### src/rtl/time_set_controller_pkg.sv
// Shared definitions for the digital clock time-keeping path.
//   state_e      : set-mode FSM states (RUN, SET_HOUR, SET_MIN)
//   *_MAX/*_MIN  : field limits for seconds, minutes and both hour formats
//   units_t etc. : BCD digit field types
package time_set_controller_pkg;

  typedef enum logic [1:0] {
    RUN,
    SET_HOUR,
    SET_MIN
  } state_e;

  localparam int unsigned SEC_MAX     = 59;
  localparam int unsigned MIN_MAX     = 59;
  localparam int unsigned HOUR_MAX_24 = 23;
  localparam int unsigned HOUR_MIN_12 = 1;
  localparam int unsigned HOUR_MAX_12 = 12;

  typedef logic [3:0] units_t;
  typedef logic [2:0] min_tens_t;
  typedef logic [1:0] hour_tens_t;

endpackage

### src/rtl/time_set_controller_bcd_mod_counter.sv
// bcd_mod_counter: two-digit BCD counter (units + tens) counting
// MIN_VAL..MAX_VAL and wrapping back to MIN_VAL.
//   clk_i   : clock
//   rst_i   : synchronous active-high reset, loads RST_VAL
//   inc_i   : one-cycle increment request
//   units_o : units digit (registered)
//   tens_o  : tens digit (registered)
//   wrap_o  : high in the cycle an increment wraps MAX_VAL -> MIN_VAL
//             (combinational, so a carry chain settles in one edge)
import time_set_controller_pkg::*;

module bcd_mod_counter #(
  parameter int unsigned TENS_W  = 3,
  parameter int unsigned MAX_VAL = 59,
  parameter int unsigned MIN_VAL = 0,
  parameter int unsigned RST_VAL = 0
) (
  input  logic              clk_i,
  input  logic              rst_i,
  input  logic              inc_i,
  output units_t            units_o,
  output logic [TENS_W-1:0] tens_o,
  output logic              wrap_o
);

  localparam units_t            MAX_U = units_t'(MAX_VAL % 10);
  localparam logic [TENS_W-1:0] MAX_T = TENS_W'(MAX_VAL / 10);
  localparam units_t            MIN_U = units_t'(MIN_VAL % 10);
  localparam logic [TENS_W-1:0] MIN_T = TENS_W'(MIN_VAL / 10);
  localparam units_t            RST_U = units_t'(RST_VAL % 10);
  localparam logic [TENS_W-1:0] RST_T = TENS_W'(RST_VAL / 10);

  units_t            units_q, units_d;
  logic [TENS_W-1:0] tens_q,  tens_d;
  logic              at_max;

  assign at_max = (units_q == MAX_U) && (tens_q == MAX_T);
  assign wrap_o = inc_i && at_max;

  always_comb begin
    units_d = units_q;
    tens_d  = tens_q;
    if (inc_i) begin
      if (at_max) begin
        units_d = MIN_U;
        tens_d  = MIN_T;
      end else if (units_q == 4'd9) begin
        units_d = '0;
        tens_d  = tens_q + TENS_W'(1);
      end else begin
        units_d = units_q + 4'd1;
      end
    end
  end

  always_ff @(posedge clk_i) begin
    if (rst_i) begin
      units_q <= RST_U;
      tens_q  <= RST_T;
    end else begin
      units_q <= units_d;
      tens_q  <= tens_d;
    end
  end

  assign units_o = units_q;
  assign tens_o  = tens_q;

endmodule

### src/rtl/time_set_controller.sv
// time_set_controller: seconds/minutes/hours timekeeping plus the
// RUN -> SET_HOUR -> SET_MIN set-mode sequencer and display blink gating.
//   clk, rst            : clock, synchronous active-high reset
//   sec_tick            : one-cycle once-per-second strobe
//   btn_mode, btn_inc   : one-cycle debounced button pulses
//   rightMin, leftMin   : minutes BCD units / tens
//   rightHour, leftHour : hours BCD units / tens
//   pm                  : PM flag (tied 0 in the 24h build)
//   set_active          : high in SET_HOUR / SET_MIN
//   show_min, show_hour : display enables, blinking for the field being set
// Build option: define TWELVE_HOUR_EN for a 12,1..11 hour display with pm.
import time_set_controller_pkg::*;

module time_set_controller #(
  parameter int unsigned BLINK_HALF = 25_000_000
) (
  input  logic       clk,
  input  logic       rst,
  input  logic       sec_tick,
  input  logic       btn_mode,
  input  logic       btn_inc,
  output logic [3:0] rightMin,
  output logic [2:0] leftMin,
  output logic [3:0] rightHour,
  output logic [1:0] leftHour,
  output logic       pm,
  output logic       set_active,
  output logic       show_min,
  output logic       show_hour
);

  localparam int unsigned BLINK_W = (BLINK_HALF > 1) ? $clog2(BLINK_HALF) : 1;
  localparam logic [BLINK_W-1:0] BLINK_LAST = BLINK_W'(BLINK_HALF - 1);

  state_e               state_q, state_d;
  logic [5:0]           sec_q, sec_d;
  logic [BLINK_W-1:0]   blink_cnt_q, blink_cnt_d;
  logic                 phase_q, phase_d;
  logic                 set_active_q, set_active_d;
  logic                 show_min_q, show_min_d;
  logic                 show_hour_q, show_hour_d;

  logic run, inc_ok, sec_wrap, min_inc, min_wrap, hour_inc;
  logic unused_hour_wrap;

  assign run    = (state_q == RUN);
  // A mode press in the same cycle swallows the increment.
  assign inc_ok = btn_inc && !btn_mode;

  assign sec_wrap = run && sec_tick && (sec_q == 6'(SEC_MAX));
  assign min_inc  = sec_wrap || ((state_q == SET_MIN) && inc_ok);
  // Minute wrap only carries while running; set-mode wraps stay local.
  assign hour_inc = (run && min_wrap) || ((state_q == SET_HOUR) && inc_ok);

  bcd_mod_counter #(
    .TENS_W  (3),
    .MAX_VAL (MIN_MAX),
    .MIN_VAL (0),
    .RST_VAL (0)
  ) u_min (
    .clk_i   (clk),
    .rst_i   (rst),
    .inc_i   (min_inc),
    .units_o (rightMin),
    .tens_o  (leftMin),
    .wrap_o  (min_wrap)
  );

  bcd_mod_counter #(
    .TENS_W  (2),
`ifdef TWELVE_HOUR_EN
    .MAX_VAL (HOUR_MAX_12),
    .MIN_VAL (HOUR_MIN_12),
    .RST_VAL (HOUR_MAX_12)
`else
    .MAX_VAL (HOUR_MAX_24),
    .MIN_VAL (0),
    .RST_VAL (0)
`endif
  ) u_hour (
    .clk_i   (clk),
    .rst_i   (rst),
    .inc_i   (hour_inc),
    .units_o (rightHour),
    .tens_o  (leftHour),
    .wrap_o  (unused_hour_wrap)
  );

  always_comb begin
    state_d = state_q;
    if (btn_mode) begin
      case (state_q)
        RUN:      state_d = SET_HOUR;
        SET_HOUR: state_d = SET_MIN;
        default:  state_d = RUN;
      endcase
    end

    sec_d = sec_q;
    if ((state_q == SET_MIN) && btn_mode) begin
      sec_d = '0;
    end else if (run && sec_tick) begin
      sec_d = sec_wrap ? 6'd0 : sec_q + 6'd1;
    end

    // Blink restarts visible on every state change.
    if (state_d != state_q) begin
      blink_cnt_d = '0;
      phase_d     = 1'b1;
    end else if (blink_cnt_q == BLINK_LAST) begin
      blink_cnt_d = '0;
      phase_d     = ~phase_q;
    end else begin
      blink_cnt_d = blink_cnt_q + BLINK_W'(1);
      phase_d     = phase_q;
    end

    set_active_d = (state_d != RUN);
    show_hour_d  = (state_d == SET_HOUR) ? phase_d : 1'b1;
    show_min_d   = (state_d == SET_MIN)  ? phase_d : 1'b1;
  end

  always_ff @(posedge clk) begin
    if (rst) begin
      state_q      <= RUN;
      sec_q        <= '0;
      blink_cnt_q  <= '0;
      phase_q      <= 1'b1;
      set_active_q <= 1'b0;
      show_min_q   <= 1'b1;
      show_hour_q  <= 1'b1;
    end else begin
      state_q      <= state_d;
      sec_q        <= sec_d;
      blink_cnt_q  <= blink_cnt_d;
      phase_q      <= phase_d;
      set_active_q <= set_active_d;
      show_min_q   <= show_min_d;
      show_hour_q  <= show_hour_d;
    end
  end

`ifdef TWELVE_HOUR_EN
  logic pm_q;
  // pm flips when the hour steps 11 -> 12, whether by carry or by button.
  always_ff @(posedge clk) begin
    if (rst) begin
      pm_q <= 1'b0;
    end else if (hour_inc && (leftHour == 2'd1) && (rightHour == 4'd1)) begin
      pm_q <= ~pm_q;
    end
  end
  assign pm = pm_q;
`else
  assign pm = 1'b0;
`endif

  assign set_active = set_active_q;
  assign show_min   = show_min_q;
  assign show_hour  = show_hour_q;

endmodule
### config.mk
export PLATFORM = sky130hd
export DESIGN_NAME = time_set_controller
export DESIGN_NICKNAME = d
export VERILOG_FILES = /design/src/rtl/time_set_controller_pkg.sv /design/src/rtl/time_set_controller_bcd_mod_counter.sv /design/src/rtl/time_set_controller.sv
export SDC_FILE = /design/constraint.sdc
export NUM_CORES = 1
export LEC_CHECK = 0
export BUFFER_PORTS_ARGS = -buffer_cell sky130_fd_sc_hd__buf_2
export CAP_MARGIN = 40
export CORE_UTILIZATION = 38
export DETAILED_ROUTE_END_ITERATION = 6
export GPL_TIMING_DRIVEN = 0
export SYNTH_ARGS = -nofsm -noshare
export SYNTH_HDL_FRONTEND = slang
export SYNTH_HIERARCHICAL = 1
export SYNTH_SLANG_ARGS = --single-unit
### constraint.sdc
create_clock -name clk -period 3 [get_ports clk]
set_input_delay 0.15 -clock clk [delete_from_list [all_inputs] [get_ports clk]]
set_output_delay 0.15 -clock clk [all_outputs]
set_load 0.005 [all_outputs]
==> flow_summary.json, run 1 <==
{
  "start_util_pct": 40.5,
  "hold_viol": 0,
  "min_period_ns": 2.68,
  "r2r_end": "u_hour/tens_o[1]$_SDFFE_PP0P_",
  "hold_end": "show_hour$_SDFF_PP1_",
  "syn_area_um2": 2460,
  "final_cell_area_um2": 2790,
  "status": "completed",
  "final.period_utilization_pct": 89.4,
  "clock.fmax_mhz": 373,
  "num_vias": 2028,
  "cpPeakStageDelay_ns": 0.41,
  "num_rows": 28,
  "final_common_cell": "dfxtp_1",
  "grt_max_degree": 18,
  "drive_above_1_share_pct": 15.5,
  "fin_nets": 322,
  "cts_tree": "done",
  "final_cell_mix": "dfxtp_1, nor2_1, nand2_1",
  "critPathKind": "reg -> reg",
  "leakage_nw": 1.00,
  "yosys_warnings": 6,
  "grtUsageTotal_pct": 15.4,
  "finalMaxSlewViolations": 0,
  "synthCells": 280,
  "place_area_um2": 2650,
  "synth_nets": 293,
  "final-setup-viol-count": 0,
  "grt_antenna_before_repair": 0,
  "port_buffers": 20,
  "areaGrowthSynthToFinish_pct": 13.5,
  "cts_sinks": 50,
  "antenna_cells": 0,
  "min_path_type": "in -> reg",
  "vdd_drop_max_mv": 0.183,
  "fin_skew_ns": 0.00525,
  "num_io_pins": 22,
  "clk_latency_ns": 0.30,
  "gp_congestion": 0.721,
  "critPathLaunchType": "register",
  "dp_cells": 375,
  "drt-pass1-iter-count": 4,
  "rr_startpoint": "state_q[0]$_SDFF_PP0_",
  "die-area_um2": 6790,
  "drv_cap": 0,
  "path_cells": "clkbuf_1 > nand4bb_1 > nor3_4 > a31o_2 > nand4b_4 > nor2_1 > nand2b_1 > a21oi_1 > buf_4 > nand4b_2 > or4_1 > o221ai_1",
  "critPathRequiredTime_ns": 3.22,
  "reg2reg_depth": 12,
  "avgSynthCellArea_um2": 8.78,
  "die_h_um": 82.4,
  "cp_max_fo": 10,
  "gr-total-overflow": 0,
  "clk_path_buf_depth": 2,
  "wire_per_inst_um": 12.1,
  "place.detailed.hpwl_um": 3370,
  "avgViaCountPerCell": 5.28,
  "crit_path_top_delay_cell": "or4_1",
  "p_per_area_nw_per_um2": 434,
  "first_iter_violations": 41,
  "ctsHtreeMaxLevel": 2,
  "wirelength_um": 4660,
  "fp.dieW_um": 82.4,
  "fin_cells": 384,
  "drc": 0,
  "ff2ff_setup_slack_ns": 0.32,
  "rsz0062_at_grt": "no",
  "grt_pass1_vias": 1826,
  "endpoint_kind": "register",
  "antenna_left": 0,
  "critical_path_arrival_ns": 2.91,
  "hold_start": "btn_mode",
  "maxSlewHeadroom_pct": 62.2,
  "cts_buffers": 5,
  "core_region_area_um2": 6060,
  "grt_pass1_wl_um": 8110,
  "worst_hold_path.num_cells": 3,
  "clk_transition_reported_paths_ns": 0.09,
  "worstMarginPinSlew_ns": 0.566,
  "root_buffer": "clkbuf_8"
}
worst max-delay path: cells and delay by family, from the launching register on:
family          cells  cell delay (ns)
simple gates        7             1.43
flops               1             0.31
compound gates      3             0.49
buf+inv             2             0.37
state kept, by name, summed over array words and instances (netlist names):
| signal | count |
|---|---|
| u_hour/tens_o | 2 |
| show_hour | 1 |
| state_q | 2 |
| u_min/tens_o | 3 |
| u_hour/units_o | 4 |
| u_min/units_o | 4 |
| set_active | 1 |
| show_min | 1 |
| phase_q | 1 |
| blink_cnt_q | 25 |
| sec_q | 6 |
per-stage QoR:
step                      setup TNS, ns  hold WS (ns)  power [mW]  worst slack, ns  utilization (%)
after floorplan                       0         0.219       0.727            0.377                -
after global placement           -0.146         0.430       0.746           -0.146             43.7
after detailed placement         -0.148         0.438       0.746           -0.148             43.7
after CTS                             0         0.133        1.23           0.0409             45.7
after global routing                  0         0.177        1.26           0.0781             46.0
final                                 0         0.150        1.21            0.318             46.0
power by group:
group          internal, mW  switching, mW
Sequential            0.671        0.00471
Clock                 0.267          0.213
Combinational        0.0216         0.0324
worst max path at each step:
stage	startpoint	end	slack (ns)	depth (start not counted)
after global placement	state_q[0]$_SDFF_PP0_	u_hour/tens_o[1]$_SDFFE_PP0P_	-0.15	12
after floorplan	state_q[0]$_SDFF_PP0_	u_hour/tens_o[1]$_SDFFE_PP0P_	0.38	12
final	state_q[0]$_SDFF_PP0_	u_hour/tens_o[1]$_SDFFE_PP0P_	0.32	12
after global routing	state_q[0]$_SDFF_PP0_	u_hour/tens_o[1]$_SDFFE_PP0P_	0.08	12
after CTS	state_q[0]$_SDFF_PP0_	u_hour/tens_o[1]$_SDFFE_PP0P_	0.04	12
after detailed placement	state_q[0]$_SDFF_PP0_	u_hour/tens_o[1]$_SDFFE_PP0P_	-0.15	12
layout make-up:
type | count | area (um^2)
well taps | 75 | 93.8
fillers | 613 | 3270
repair buffers | 22 | 115
flip-flops and latches | 50 | 1000
inverters | 10 | 37.5
plain buffers | 9 | 51.3
multi-input cells | 211 | 1380
clock inverters | 1 | 30.0
clock buffers | 6 | 82.6
metal layers:
layer  global-route usage (%)  wire length (um)
met1                     19.6              2400
met2                     25.6              2100
met3                     3.96               121
met4                     4.21                45
met5                        0                 0
timing repair:
item	CTS	global route
hold buffers	0	0
endpoints found under the setup margin	2	2
buffers inserted	0	2
gates resized for setup	1	1
hold endpoints to repair	0	0
pin swaps	0	1
Power figures use the tool's default switching activity.
==> run 2, diff against run 1 <==
BUFFER_PORTS_ARGS = not set   (was -buffer_cell sky130_fd_sc_hd__buf_2)
CTS_CLUSTER_SIZE = 8   (was not set)
DONT_BUFFER_PORTS = 1   (was not set)
==> flow_summary.json, run 2 (same netlist as run 1, synthesis figures left out) <==
{
  "finalSetupTns_ns": 0,
  "rsz0062_at_grt": "no",
  "grt_max_degree": 16,
  "min_period_ns": 2.75,
  "grt_antenna_before_repair": 0,
  "clk_latency_ns": 0.30,
  "drc": 0,
  "critPathRequiredTime_ns": 3.22,
  "gp_congestion": 0.780,
  "critPathKind": "reg -> reg",
  "num_io_pins": 22,
  "r2r_end": "u_hour/tens_o[1]$_SDFFE_PP0P_",
  "start_util_pct": 40.5,
  "drive_above_1_share_pct": 9.62,
  "cts_sinks": 50,
  "rr_startpoint": "state_q[0]$_SDFF_PP0_",
  "regMostFlops": "blink_cnt_q",
  "clk_path_buf_depth": 2,
  "hold_end": "state_q[1]$_SDFF_PP0_",
  "wire_per_inst_um": 12.9,
  "final-setup-viol-count": 0,
  "num_vias": 1972,
  "hold_viol": 0,
  "core_region_area_um2": 6060,
  "clock.fmax_mhz": 363,
  "grt_pass1_vias": 1816,
  "grtUsageTotal_pct": 14.8,
  "hold_start": "btn_mode",
  "final_cell_mix": "dfxtp_1, nor2_1, nand2_1",
  "hold_slack_ns": 0.0561,
  "met1_length_um": 2260,
  "ff2ff_setup_slack_ns": 0.25,
  "min_path_type": "in -> reg",
  "fin_skew_ns": 0.00598,
  "ctsHtreeMaxLevel": 2,
  "critical_path_arrival_ns": 2.97,
  "avgViaCountPerCell": 5.39,
  "drt-pass1-iter-count": 4,
  "cp_max_fo": 10,
  "fp.dieW_um": 82.4,
  "wirelength_um": 4730,
  "leakage_nw": 0.904,
  "cts_tree": "done",
  "die-area_um2": 6790,
  "finalMaxSlewViolations": 0,
  "status": "completed",
  "first_iter_violations": 75,
  "met3WireLength_um": 135,
  "worst_hold_path.num_cells": 2,
  "antenna_left": 0,
  "final.period_utilization_pct": 91.7,
  "reg2reg_depth": 12,
  "cts_buffers": 5,
  "final_common_cell": "dfxtp_1",
  "antenna_cells": 0,
  "p_per_area_nw_per_um2": 432,
  "die_h_um": 82.4,
  "fin_nets": 303,
  "critPathLaunchType": "register",
  "maxSlewHeadroom_pct": 64.2,
  "largestRegisters": "blink_cnt_q (25), sec_q (6)",
  "wl_met2_um": 2290,
  "areaGrowthSynthToFinish_pct": 9.67,
  "fill_cells": 609,
  "endpoint_kind": "register",
  "top_layer": "met4",
  "grt_pass1_wl_um": 7710,
  "place.detailed.hpwl_um": 3280,
  "gr-total-overflow": 0,
  "clk_transition_reported_paths_ns": 0.09,
  "root_buffer": "clkbuf_8",
  "largest_reg_flops": 25,
  "worstMarginPinSlew_ns": 0.536,
  "num_rows": 28,
  "drv_cap": 0,
  "vdd_drop_max_mv": 0.237,
  "port_buffers": 0
}
-- run 2: cell types whose count changed in the layout (fill, tap and decap cells not counted) --
cell,delta
buf_2,-20
clkbuf_8,+1
bufinv_16,-1
clkinv_4,+1
dlygate4sd3_1,+2
buf_4,-1
-- run 2: how the worst max path moves through the flow --
| stage | start | to | slack [ns] | depth (start not counted) |
|---|---|---|---|---|
| floorplan | state_q[0]$_SDFF_PP0_ | u_hour/tens_o[1]$_SDFFE_PP0P_ | 0.38 | 12 |
| global placement | state_q[0]$_SDFF_PP0_ | u_hour/tens_o[1]$_SDFFE_PP0P_ | -0.14 | 12 |
| detailed placement | state_q[0]$_SDFF_PP0_ | u_hour/tens_o[1]$_SDFFE_PP0P_ | -0.15 | 12 |
| CTS | state_q[0]$_SDFF_PP0_ | u_hour/tens_o[1]$_SDFFE_PP0P_ | 0.02 | 12 |
| global route | state_q[0]$_SDFF_PP0_ | u_hour/tens_o[1]$_SDFFE_PP0P_ | 0.03 | 12 |
| finish | state_q[0]$_SDFF_PP0_ | u_hour/tens_o[1]$_SDFFE_PP0P_ | 0.25 | 12 |
-- run 2: repair_timing --
action / CTS / global route
gates resized for setup: 1 / 1
pin swaps: 0 / 1
hold buffers: 2 / 0
setup buffers: 0 / 1
hold endpoints to repair: 15 / 0
gates cloned: 0 / 0
setup endpoints to repair: 2 / 2
-- run 2: cell type report --
| class | instances | area, um^2 | area share [%] |
|---|---|---|---|
| Timing Repair Buffer | 3 | 27.5 | 1.02 |
| Tap cell | 75 | 93.8 | 3.48 |
| Clock buffer | 7 | 96.3 | 3.57 |
| Buffer | 9 | 51.3 | 1.90 |
| Multi-Input combinational cell | 211 | 1380 | 51.2 |
| Inverter | 10 | 37.5 | 1.39 |
| Sequential cell | 50 | 1000 | 37.1 |
| Clock inverter | 1 | 8.76 | 0.325 |
-- run 2: report_power, final --
part | switching [mW] | internal [mW] | leakage (nW)
registers | 0.00527 | 0.671 | 0.404
clock network | 0.225 | 0.212 | 0.0544
logic | 0.0303 | 0.0205 | 0.445
-- run 2: critical path, cell delays in order, from the launching register on --
cell and delay [ns]:
dfxtp_1 0.31, clkbuf_1 0.19, nand4bb_1 0.33, nor3_4 0.19, a31o_2 0.24, nand4b_4 0.17
nor2_1 0.15, nand2b_1 0.07, a21oi_1 0.18, buf_4 0.19, nand4b_2 0.13, or4_1 0.42
o221ai_1 0.08
-- run 2: stage by stage --
step           power [mW]  setup slack (ns)  utilization (%)  instance area [um^2]  cells
2_1_floorplan       0.727             0.377                -                  2460    280
3_3_place_gp        0.737            -0.145             42.1                  2550    355
3_5_place_dp        0.737            -0.147             42.1                  2550    355
4_1_cts              1.18            0.0210             44.2                  2680    365
5_1_grt              1.21            0.0290             44.5                  2700    366
6_report             1.16             0.248             44.5                  2700    366
-- run 2: layer usage --
| layer | up-vias | track usage (%) |
|---|---|---|
| met4 | 0 | 5.44 |
| met2 | 21 | 26.0 |
| met5 | - | 0 |
| met1 | 923 | 17.5 |
| li1 | 1023 | - |
| met3 | 5 | 3.41 |
